## src/rtl/router_fifo.sv

```systemverilog
// Per-port output FIFO of the 1x3 router: buffers header/payload/parity bytes and tracks packet length.
// Optional sticky overflow/underflow flags are built in when ROUTER_FIFO_ERR_EN is defined.
module router_fifo #(
  parameter int DEPTH = 16,
  parameter int WIDTH = 8
) (
  input  logic             clk,
  input  logic             reset,
  input  logic             soft_reset,
  input  logic             write_enb,
  input  logic             read_enb,
  input  logic             lfd_state,
  input  logic [WIDTH-1:0] data_in,
  output logic [WIDTH-1:0] data_out,
  output logic             full,
  output logic             empty
`ifdef ROUTER_FIFO_ERR_EN
  ,
  output logic             overflow,
  output logic             underflow
`endif
);

  localparam int AW = $clog2(DEPTH);

  logic [WIDTH:0] mem [DEPTH];
  logic [AW:0]    wr_ptr;
  logic [AW:0]    rd_ptr;
  logic [6:0]     pkt_cnt;
  logic           wr_acc;
  logic           rd_acc;
  logic           flush;
  logic [WIDTH:0] rd_entry;

  // Extra pointer MSB distinguishes a full ring from an empty one.
  assign empty    = (wr_ptr == rd_ptr);
  assign full     = (wr_ptr[AW-1:0] == rd_ptr[AW-1:0]) && (wr_ptr[AW] != rd_ptr[AW]);
  assign flush    = reset || soft_reset;
  assign wr_acc   = write_enb && !full && !flush;
  assign rd_acc   = read_enb && !empty && !flush;
  assign rd_entry = mem[rd_ptr[AW-1:0]];

  always_ff @(posedge clk) begin
    if (wr_acc) begin
      mem[wr_ptr[AW-1:0]] <= {lfd_state, data_in};
    end
  end

  always_ff @(posedge clk) begin
    if (flush) begin
      wr_ptr <= '0;
      rd_ptr <= '0;
    end else begin
      if (wr_acc) begin
        wr_ptr <= wr_ptr + 1'b1;
      end
      if (rd_acc) begin
        rd_ptr <= rd_ptr + 1'b1;
      end
    end
  end

  // A header's length field plus one (for parity) tells how many more bytes belong to the packet.
  always_ff @(posedge clk) begin
    if (flush) begin
      pkt_cnt  <= '0;
      data_out <= '0;
    end else if (rd_acc) begin
      data_out <= rd_entry[WIDTH-1:0];
      if (rd_entry[WIDTH]) begin
        pkt_cnt <= {1'b0, rd_entry[7:2]} + 7'd1;
      end else if (pkt_cnt != 7'd0) begin
        pkt_cnt <= pkt_cnt - 7'd1;
      end
    end else if (pkt_cnt == 7'd0) begin
      data_out <= '0;
    end
  end

`ifdef ROUTER_FIFO_ERR_EN
  always_ff @(posedge clk) begin
    if (flush) begin
      overflow  <= 1'b0;
      underflow <= 1'b0;
    end else begin
      if (write_enb && full) begin
        overflow <= 1'b1;
      end
      if (read_enb && empty) begin
        underflow <= 1'b1;
      end
    end
  end
`endif

endmodule

```

## config.mk

```make
export PLATFORM = sky130hd
export DESIGN_NAME = router_fifo
export DESIGN_NICKNAME = d
export VERILOG_FILES = /design/src/rtl/router_fifo.sv
export SDC_FILE = /design/constraint.sdc
export NUM_CORES = 1
export LEC_CHECK = 0
export CORE_UTILIZATION = 34
export CTS_CLUSTER_DIAMETER = 50
export DETAILED_ROUTE_END_ITERATION = 8
export HOLD_SLACK_MARGIN = 0.1
export PLACE_DENSITY = 0.45
export SYNTH_ARGS = -nofsm -noshare
export SYNTH_HDL_FRONTEND = slang
export SYNTH_SLANG_ARGS = --single-unit
```

## constraint.sdc

```tcl
create_clock -name clk -period 3 [get_ports clk]
set_input_delay 0.75 -clock clk [delete_from_list [all_inputs] [get_ports clk]]
set_output_delay 0.75 -clock clk [all_outputs]
set_load 0.05 [all_outputs]
```

==> metrics.cfg <==
[run_status]
outcome = finished, final reports clean

[clock_network]
clk_pin_slew_worst_paths_ns = 0.07
htree_num_levels = 4
numCtsBuffers = 17
root_buffer = clkbuf_16
worst_skew_pair.late_latency_ns = 0.42
cts_setup_buffers = 0
numClockSinks = 173
cts.path.max_buffers = 2
hold_buffers = 0
cts_resized = 0
cts_tree = done

[timing]
layout_min_cycle_time_ns = 2.613
setup_violations = 0
finalSetupTns_ns = 0
finClkSkew_ns = 0.01216
hold_viol = 0
tightestPinTransition_ns = 0.6685
finalMaxSlewViolations = 0
rsz0062_at_grt = no
slew_headroom = 0.5530
min_period_over_period = 0.8711
fmax_mhz = 382.7

[logic_synthesis]
synth_top_area_share = 0.6096
ys_seq_elements = 173
synthMuxAreaShare = 0.1415
synth_nets = 427
synth_warnings = 0
ys.flop_type = edfxtp_1
synthAdderAreaFrac = 0.01235
synth.most_common_cell = edfxtp_1
synthSimpleGateAreaFrac = 0.06650
synth_edf_count = 144
syn_inst = 406
async_reset_ff_frac = 0
yosysUniqueCellTypes = 41
yosysTopAreaCell = edfxtp_1
synth_compound_gate_area_share = 0.03828
ys_top_cells_by_count = edfxtp_1, nor2_1, dfxtp_1
synth_top_family_by_area = multiplexers
ys_seq_area_frac = 0.6915
synth-xor-area-share = 0.01976
netlist_area_um2 = 7093
avgSynthCellArea_um2 = 17.47
synthTopCellsByArea = edfxtp_1, mux4_1, dfxtp_1

[place]
numPortBuffers = 23
place_congestion = 0.7567
dpl.hpwl_um = 10310

[route]
vias = 3692
avgRoutedWirePerCell_um = 20.74
firstDrtPassIters = 5
drtIter0Drc = 319
drtAntennaViolNets = 0
drc = 0
drt-total-wl_um = 15350
viasPerCell = 4.989

[floorplan]
ios = 24
start_util = 0.3483
dieArea_um2 = 21440
dieWidth_um = 146.4
coreArea_um2 = 20360
fp.dieH_um = 146.4
fp-row-count = 52

[critical_path]
required_ns = 2.25
r2r_cells = 7
crit_type = reg -> out
worst-endpoint-arrival_ns = 1.86
reg2reg_to = pkt_cnt[3]$_SDFFE_PP0P_
startpoint_type = flip-flop
r2r_setup_slack_ns = 0.46
endpoint_kind = output pin
cp_max_fo = 9

[hold_path]
whs_path_depth = 2
min_from = data_out[7]$_SDFFE_PP0P_
holdPathEnd = data_out[7]$_SDFFE_PP0P_
hold_path_class = reg -> reg

[finish]
area.growth.synth_to_final_pct = 18.40
fill_cells = 1808
drive_gt1_frac = 0.1596
antennaDiodeCount = 0
nNetsFinal = 478
multi_input_area_um2 = 1974
regArea_um2 = 4906

[global_routing]
antenna_found_initial = 0
overflow = 0
grt_pass1_vias = 3711
grt_pass1_wl_um = 23450
grt_max_degree = 37
grt_usage = 0.1526

[pwr]
p_leak_nw = 2.749
pwr_density_cell_nw_per_um2 = 625.8
peakVddDrop_mv = 0.3541
finalPower_w = 0.005256

[flow_run]
drv_cap = 0

## metrics by stage
step	area (um2)	cells	worst slack, ns	hold slack, ns	utilization
after floorplan	7093	406	0.5099	0.4469	-
after global placement	7730	708	0.3295	0.4532	0.3796
after detailed placement	7730	708	0.3332	0.4568	0.3796
after CTS	8398	740	0.3532	0.4671	0.4124
after global routing	8398	740	0.2224	0.4946	0.4124
final	8398	740	0.3867	0.4603	0.4124
## cell type report
class | count | share of cell area
well taps | 270 | 0.04023
multi-input cells | 207 | 0.2351
flip-flops and latches | 173 | 0.5842
inverters | 7 | 0.003129
repair buffers | 51 | 0.05781
clock buffers | 17 | 0.05066
clock inverters | 15 | 0.02890
## kinds of logic (layout without fill, tap and decap cells)
family | after synthesis | after routing
XOR/XNOR | 16 | 16
multiplexers | 41 | 41
AO/OA/AOI/OAI | 43 | 43
adder cells (fa/ha/maj) | 7 | 7
AND/OR/NAND/NOR | 100 | 100
flip-flops | 173 | 173
buffers and inverters | 26 | 90
## worst max-delay path: stages (launching register included)
cell,delay [ns]
dfxtp_1,0.51
xor2_1,0.11
nor4_1,0.29
buf_4,0.19
and2_1,0.19
buf_12,0.15
## cell usage in the layout (no fill, tap or decap), types with 6 or more instances in the layout
master / n
nand2_1: 24
o21ai_0: 10
inv_1: 7
mux4_2: 11
clkbuf_16: 17
dfxtp_1: 28
edfxtp_1: 144
buf_4: 26
clkdlybuf4s50_1: 21
nor2_1: 30
a21oi_1: 9
xor2_1: 12
ha_1: 7
nor3_1: 6
nand3_1: 16
a22oi_1: 15
mux4_1: 28
bufinv_16: 6
## flip-flops by register name, summed over array words and instances, names as in the netlist, named ones only
name,count
mem,144
data_out,8
pkt_cnt,7
rd_ptr,5
wr_ptr,5
## worst max path at each step
stage / from / endpoint / slack (ns) / cells past startpoint
2_1_floorplan: soft_reset / mem[3][0]$_DFFE_PP_ / 0.51 / 5
3_3_place_gp: soft_reset / mem[3][3]$_DFFE_PP_ / 0.33 / 7
3_5_place_dp: soft_reset / mem[3][3]$_DFFE_PP_ / 0.33 / 7
4_1_cts: wr_ptr[3]$_SDFFE_PP0P_ / empty / 0.35 / 5
5_1_grt: wr_ptr[3]$_SDFFE_PP0P_ / empty / 0.22 / 5
6_report: wr_ptr[3]$_SDFFE_PP0P_ / empty / 0.39 / 5
## per-layer routing
metal  vias to the layer above  share of wire  GRT usage
li1                       1725              -          -
met4                         0         0.0096    0.04531
met1                      1872           0.47     0.2047
met5                         -              0          0
met2                        82           0.49     0.2507
met3                        13          0.031    0.03063
## where the power goes
| group | leakage, nW | internal, W | switching, W |
|---|---|---|---|
| clock | 0.324 | 0.00156 | 0.000907 |
| combinational | 0.895 | 0.0000671 | 0.000105 |
| sequential | 1.53 | 0.00261 | 0.00000531 |
Note: power is estimated with default switching activity, not from simulation.
==> RTL change 1 (same settings) <==
Change the parameter `DEPTH` from 16 to 8.
--- a/src/rtl/router_fifo.sv
+++ b/src/rtl/router_fifo.sv
@@ -1,7 +1,7 @@
 // Per-port output FIFO of the 1x3 router: buffers header/payload/parity bytes and tracks packet length.
 // Optional sticky overflow/underflow flags are built in when ROUTER_FIFO_ERR_EN is defined.
 module router_fifo #(
-  parameter int DEPTH = 16,
+  parameter int DEPTH = 8,
   parameter int WIDTH = 8
 ) (
   input  logic             clk,
Formal check against the unedited RTL: not equivalent (a bounded check fails within 10 cycles, from zero or initial values).
==> RTL change 1 against the original RTL <==
Cell count decreased by 39%. Power fell by 47%. Non-clock buffer count down 11. Sequential cell count decreased by 75. Combinational power down 26%. Wire length decreased by 46%. Area after synthesis down 43%. Sequential power down 44%. Worst setup slack got worse by 0.21 ns. Count of clock-buffer cells in the layout down 6. Clock power fell by 51%. Cell area down 42%. Largest cell class unchanged.
==> RTL change 1: results (changes against the original RTL) <==
Outcome
  – Status: complete, no violations (unchanged)

CTS
  – Setup bufs post-CTS: 0 (unchanged)
  – CTS clk-pin slew, worst paths: 0.07 ns (about the same)
  – Root Driver: clkbuf_16 (unchanged)
  – H-Tree Depth: 3 (was 4)
  – Max Root-Sink Buffers: 2 (unchanged)
  – Skew-Pair Late Insertion Delay: 0.35 ns (was 0.42 ns)
  – Post-CTS Resized: 0 (unchanged)
  – CTS buffer count: 9 (was 17)

Global routing
  – Largest net degree at the start of global routing: 19 (was 37)
  – Number of global-route vias before repair: 2366 (was 3711)
  – Tot GR Track Use: 15.1% (was 15.3%)
  – First-pass GRT wire length: 13.3 mm (was 23.4 mm)
  – Initial antenna violation count: 0 (unchanged)

Synth
  – Synth Area in Compound Gates: 5.54% (was 3.83%)
  – XOR/XNOR share of the synthesized area: 3.05% (was 1.98%)
  – Sequential cell area fraction in the yosys report: 66.7% (was 69.1%)
  – Post-synth EDFFs: 72 (was 144)
  – Mux cell area share after synthesis: 12.8% (was 14.1%)
  – Synth Net Count: 284 (was 427)
  – Synthesis Warnings: 0 (unchanged)
  – Cell variety after synth: 45 (was 41)
  – Synth top cells by count: edfxtp_1 (72), dfxtp_1 (26), nor2_1 (25) (was edfxtp_1 (144), nor2_1 (30), dfxtp_1 (29))
  – Async SR Flop Fraction: 0% (unchanged)
  – Post-Synth Adder-Cell Area: 1.24% (was 1.23%)
  – Area contributors post-synth: edfxtp_1 (54%), dfxtp_1 (13%), mux4_2 (10%), nor2_1 (2.3%), xnor2_1 (2.2%) (was edfxtp_1 (61%), mux4_1 (10%), dfxtp_1 (8.2%), mux4_2 (3.5%), a22oi_1 (1.6%))

Pwr
  – Max VDD drop: 321 uV (was 354 uV)
  – Leak: 1.55 nW (was 2.75 nW)

Detailed routing
  – Drt wl/cell: 18.4 um (was 20.7 um)
  – DRT iter0 DRCs: 178 (was 319)
  – DR vias: 2278 (was 3692)
  – DRT Pass-1 Iters: 4 (was 5)

Final layout
  – FILL cells: 1071 (was 1808)
  – Share of cells above drive strength 1: 19.0% (was 16.0%)
  – ANT cells: 0 (unchanged)
  – Number of nets in the layout: 323 (was 478)
  – Max reg flops: 72 (was 144)

Placed design
  – Port Buffers: 23 (unchanged)
  – HPWL after DPL: 5.84 mm (was 10.3 mm)
  – GPL Wtd Cong: 0.746 (was 0.757)

STA
  – Measured slew at the worst slew-check pin: 0.608 ns (was 0.668 ns)
  – Setup Skew: 0.00597 ns (was 0.0122 ns)

Worst hold path
  – Hold Path Class: flip-flop to flip-flop (unchanged)

Worst setup path
  – CP arrival: 2.07 ns (was 1.86 ns)
  – Crit path max fanout: 8 (was 9)
  – Setup slack, reg-to-reg: 0.56 ns (was 0.46 ns)
RTL change 1: cells by family (layout without fill, tap and decap cells):
logic type,count (synthesis),count (layout)
xor+xnor,14,14
mux,28,28
simple gates,69,69
fa+ha+maj,4,4
flops,98,98
buf+inv,20,64
compound gates,33,33
RTL change 1: worst max-delay path, stage by stage, from the launching register on:
cell,delay (ns)
dfxtp_1,0.49
xnor2_1,0.18
nand2_1,0.11
nor2_1,0.13
clkdlybuf4s50_1,0.81
RTL change 1: worst paths after layout:
path / startpoint / endpoint / depth (start not counted)
worst max-delay path: wr_ptr[1] / full / 4
worst min-delay path: data_out[2] / data_out[2] / 2
worst max register to register: flip-flop / pkt_cnt[4] / 6
worst min register to register: data_out[2] / data_out[2] / 2
RTL change 1: area by class of cell:
cell class | count | area (um^2) | share of cell area [%]
Clock buffer | 11 | 233 | 4.82
Clock inverter | 5 | 81.3 | 1.68
Inverter | 8 | 30.0 | 0.622
Multi-Input combinational cell | 148 | 1240 | 25.7
Sequential cell | 98 | 2680 | 55.5
Tap cell | 143 | 179 | 3.70
Timing Repair Buffer | 40 | 383 | 7.93
RTL change 1: layer usage:
layer	share of wire [%]	track usage, %
met3	2.8	3.01
met2	51	24.7
met5	0	0
met4	2.0	7.47
met1	44	19.0
RTL change 1: metrics by stage:
stage	setup slack, ns	area [um^2]	total power, mW	std cells	hold slack (ns)
6_report	0.180	4830	2.81	453	0.479
5_1_grt	0.0851	4830	2.92	453	0.504
4_1_cts	0.137	4830	2.86	453	0.484
3_5_place_dp	0.366	4520	1.63	437	0.470
3_3_place_gp	0.381	4520	1.63	437	0.459
2_1_floorplan	0.320	4020	1.57	266	0.456
RTL change 1: where the power goes:
group          internal (mW)  switching, mW  leakage [nW]
clock network          0.731          0.486         0.150
logic                 0.0539         0.0741         0.538
registers               1.46        0.00529         0.858
==> RTL change 2 (same settings) <==
Made on the original files. Build with the macro `ROUTER_FIFO_ERR_EN` defined.
--- a/src/rtl/router_fifo.sv
+++ b/src/rtl/router_fifo.sv
@@ -1,5 +1,7 @@
 // Per-port output FIFO of the 1x3 router: buffers header/payload/parity bytes and tracks packet length.
 // Optional sticky overflow/underflow flags are built in when ROUTER_FIFO_ERR_EN is defined.
+`define ROUTER_FIFO_ERR_EN
+
 module router_fifo #(
   parameter int DEPTH = 16,
   parameter int WIDTH = 8
Function (old outputs only; new: overflow and underflow): kept (equiv_simple and equiv_induct, registers matched by name and starting in step).
==> RTL change 2 against the original RTL <==
Power fell by 8.4%. Register-to-register slack got worse by 0.15 ns. Area after synthesis fell by 0.19%. Sequential share of layout area rose by 0.87 points. Worst setup slack got worse by 0.14 ns. Wire length rose by 2.5%. Sequential cell count rose by 2. Cell area fell by 0.66%. Critical path type unchanged. Largest cell class unchanged. Largest power group unchanged.
==> RTL change 2: results (changes against the original RTL) <==
Outcome
  – Status: complete, no violations (unchanged)

Placed design
  – GPL Wtd Cong: 0.751 (was 0.757)
  – HPWL after DPL: 10.4 mm (was 10.3 mm)
  – Pre-CTS setup slack: 0.317 ns (was 0.333 ns)
  – Port Buffers: 25 (was 23)

Global routing
  – Largest net degree at the start of global routing: 37 (unchanged)
  – Number of global-route vias before repair: 3888 (was 3711)
  – First-pass GRT wire length: 23.7 mm (was 23.4 mm)
  – Initial antenna violation count: 0 (unchanged)
  – Tot GR Track Use: 15.5% (was 15.3%)

STA
  – Setup Skew: 0.00679 ns (was 0.0122 ns)
  – Measured slew at the worst slew-check pin: 0.791 ns (was 0.668 ns)

Synth
  – Synth top cells by count: edfxtp_1 (144), nor2_1 (32), dfxtp_1 (31) (was edfxtp_1 (144), nor2_1 (30), dfxtp_1 (29))
  – Synthesis Warnings: 0 (unchanged)
  – Synth Net Count: 434 (was 427)
  – Cell variety after synth: 38 (was 41)
  – Area contributors post-synth: edfxtp_1 (61%), mux4_1 (9.7%), dfxtp_1 (8.8%), mux4_2 (4.1%), nor2_1 (1.7%) (was edfxtp_1 (61%), mux4_1 (10%), dfxtp_1 (8.2%), mux4_2 (3.5%), a22oi_1 (1.6%))
  – Async SR Flop Fraction: 0% (unchanged)
  – Post-synth EDFFs: 144 (unchanged)
  – Sequential cell area fraction in the yosys report: 69.8% (was 69.1%)

CTS
  – H-Tree Depth: 4 (unchanged)
  – Skew-Pair Late Insertion Delay: 0.42 ns (about the same)
  – Root Driver: clkbuf_16 (unchanged)
  – CTS clk-pin slew, worst paths: 0.06 ns
  – Max Root-Sink Buffers: 2 (unchanged)
  – CTS buffer count: 17 (unchanged)

Detailed routing
  – DRT Pass-1 Iters: 6 (was 5)
  – DRT iter0 DRCs: 218 (was 319)
  – Drt wl/cell: 21.0 um (was 20.7 um)
  – DR vias: 3820 (was 3692)

Pwr
  – Max VDD drop: 333 uV (was 354 uV)
  – Leak: 2.70 nW (was 2.75 nW)

Worst setup path
  – Crit path max fanout: 9 (unchanged)
  – CP arrival: 2.01 ns (was 1.86 ns)

Final layout
  – Number of nets in the layout: 486 (was 478)
  – ANT cells: 0 (unchanged)
  – Max reg flops: 144 (unchanged)
  – Share of cells above drive strength 1: 15.1% (was 16.0%)

Worst hold path
  – Hold Path Class: flip-flop to flip-flop (unchanged)
[RTL change 2: cell types whose count changed after synthesis, moves of 2 or more]
cell	before	now
mux4_1	28	26
buf_2	2	4
nand2b_1	2	4
a21oi_1	9	11
clkbuf_8	3	0
mux4_2	11	13
buf_1	0	3
dfxtp_1	29	31
nor2_1	30	32
[RTL change 2: logic make-up after synthesis]
kind of cell    count (synthesis)  synth area share [%]
xor+xnor                       16                  1.98
compound gates                 44                  3.87
mux                            41                  14.1
simple gates                  104                  6.93
flops                         175                  69.8
buf+inv                        26                  2.07
fa+ha+maj                       7                  1.24
[RTL change 2: metal layers]
metal / global-route usage, % / wire (um)
met3: 3.62 / 668
met5: 0 / 0
met4: 6.09 / 332
met1: 19.9 / 7060
met2: 25.3 / 7660
[RTL change 2: metrics by stage]
stage	cells	total power, mW	instance area [um^2]	hold WS, ns	utilization, %
final	747	4.82	8340	0.463	41.1
after global placement	716	2.88	7810	0.450	38.5
after detailed placement	716	2.88	7810	0.457	38.5
after floorplan	413	2.78	7080	0.447	-
after CTS	747	4.87	8340	0.467	41.1
after global routing	747	4.97	8340	0.485	41.1
[RTL change 2: cell type report]
class                           instances  area (um^2)
Timing Repair Buffer                   52          510
Fill cell                            1886        12000
Multi-Input combinational cell        212         1990
Sequential cell                       175         4950
Tap cell                              270          338
Clock buffer                           18          429
Clock inverter                         13         98.8
Inverter                                7         26.3
[RTL change 2: final timing paths]
path | start | to | slack (ns) | cells past startpoint
setup / recovery | wr_ptr[3] | full | 0.24 | 4
hold / removal | data_out[7] | data_out[7] | 0.46 | 2
setup reg to reg | flip-flop | pkt_cnt[3] | 0.31 | 7
hold reg to reg | data_out[7] | data_out[7] | 0.46 | 2
[RTL change 2: report_power, final]
| part | leakage, nW | internal, mW | total (mW) | switching, mW |
|---|---|---|---|---|
| logic | 0.904 | 0.0689 | 0.182 | 0.113 |
| clock network | 0.246 | 1.12 | 1.99 | 0.871 |
| registers | 1.55 | 2.64 | 2.64 | 0.00646 |
[RTL change 2: critical path: stages (launching register included)]
cell and delay [ns]:
dfxtp_1 0.61, xor2_1 0.15, nor4_2 0.36, and2_1 0.29, buf_12 0.17
[RTL change 2: repair_timing]
action	in CTS	in global routing
hold endpoints to repair	0	0
endpoints found under the setup margin	0	1
buffers inserted	0	0
resized for setup	0	1
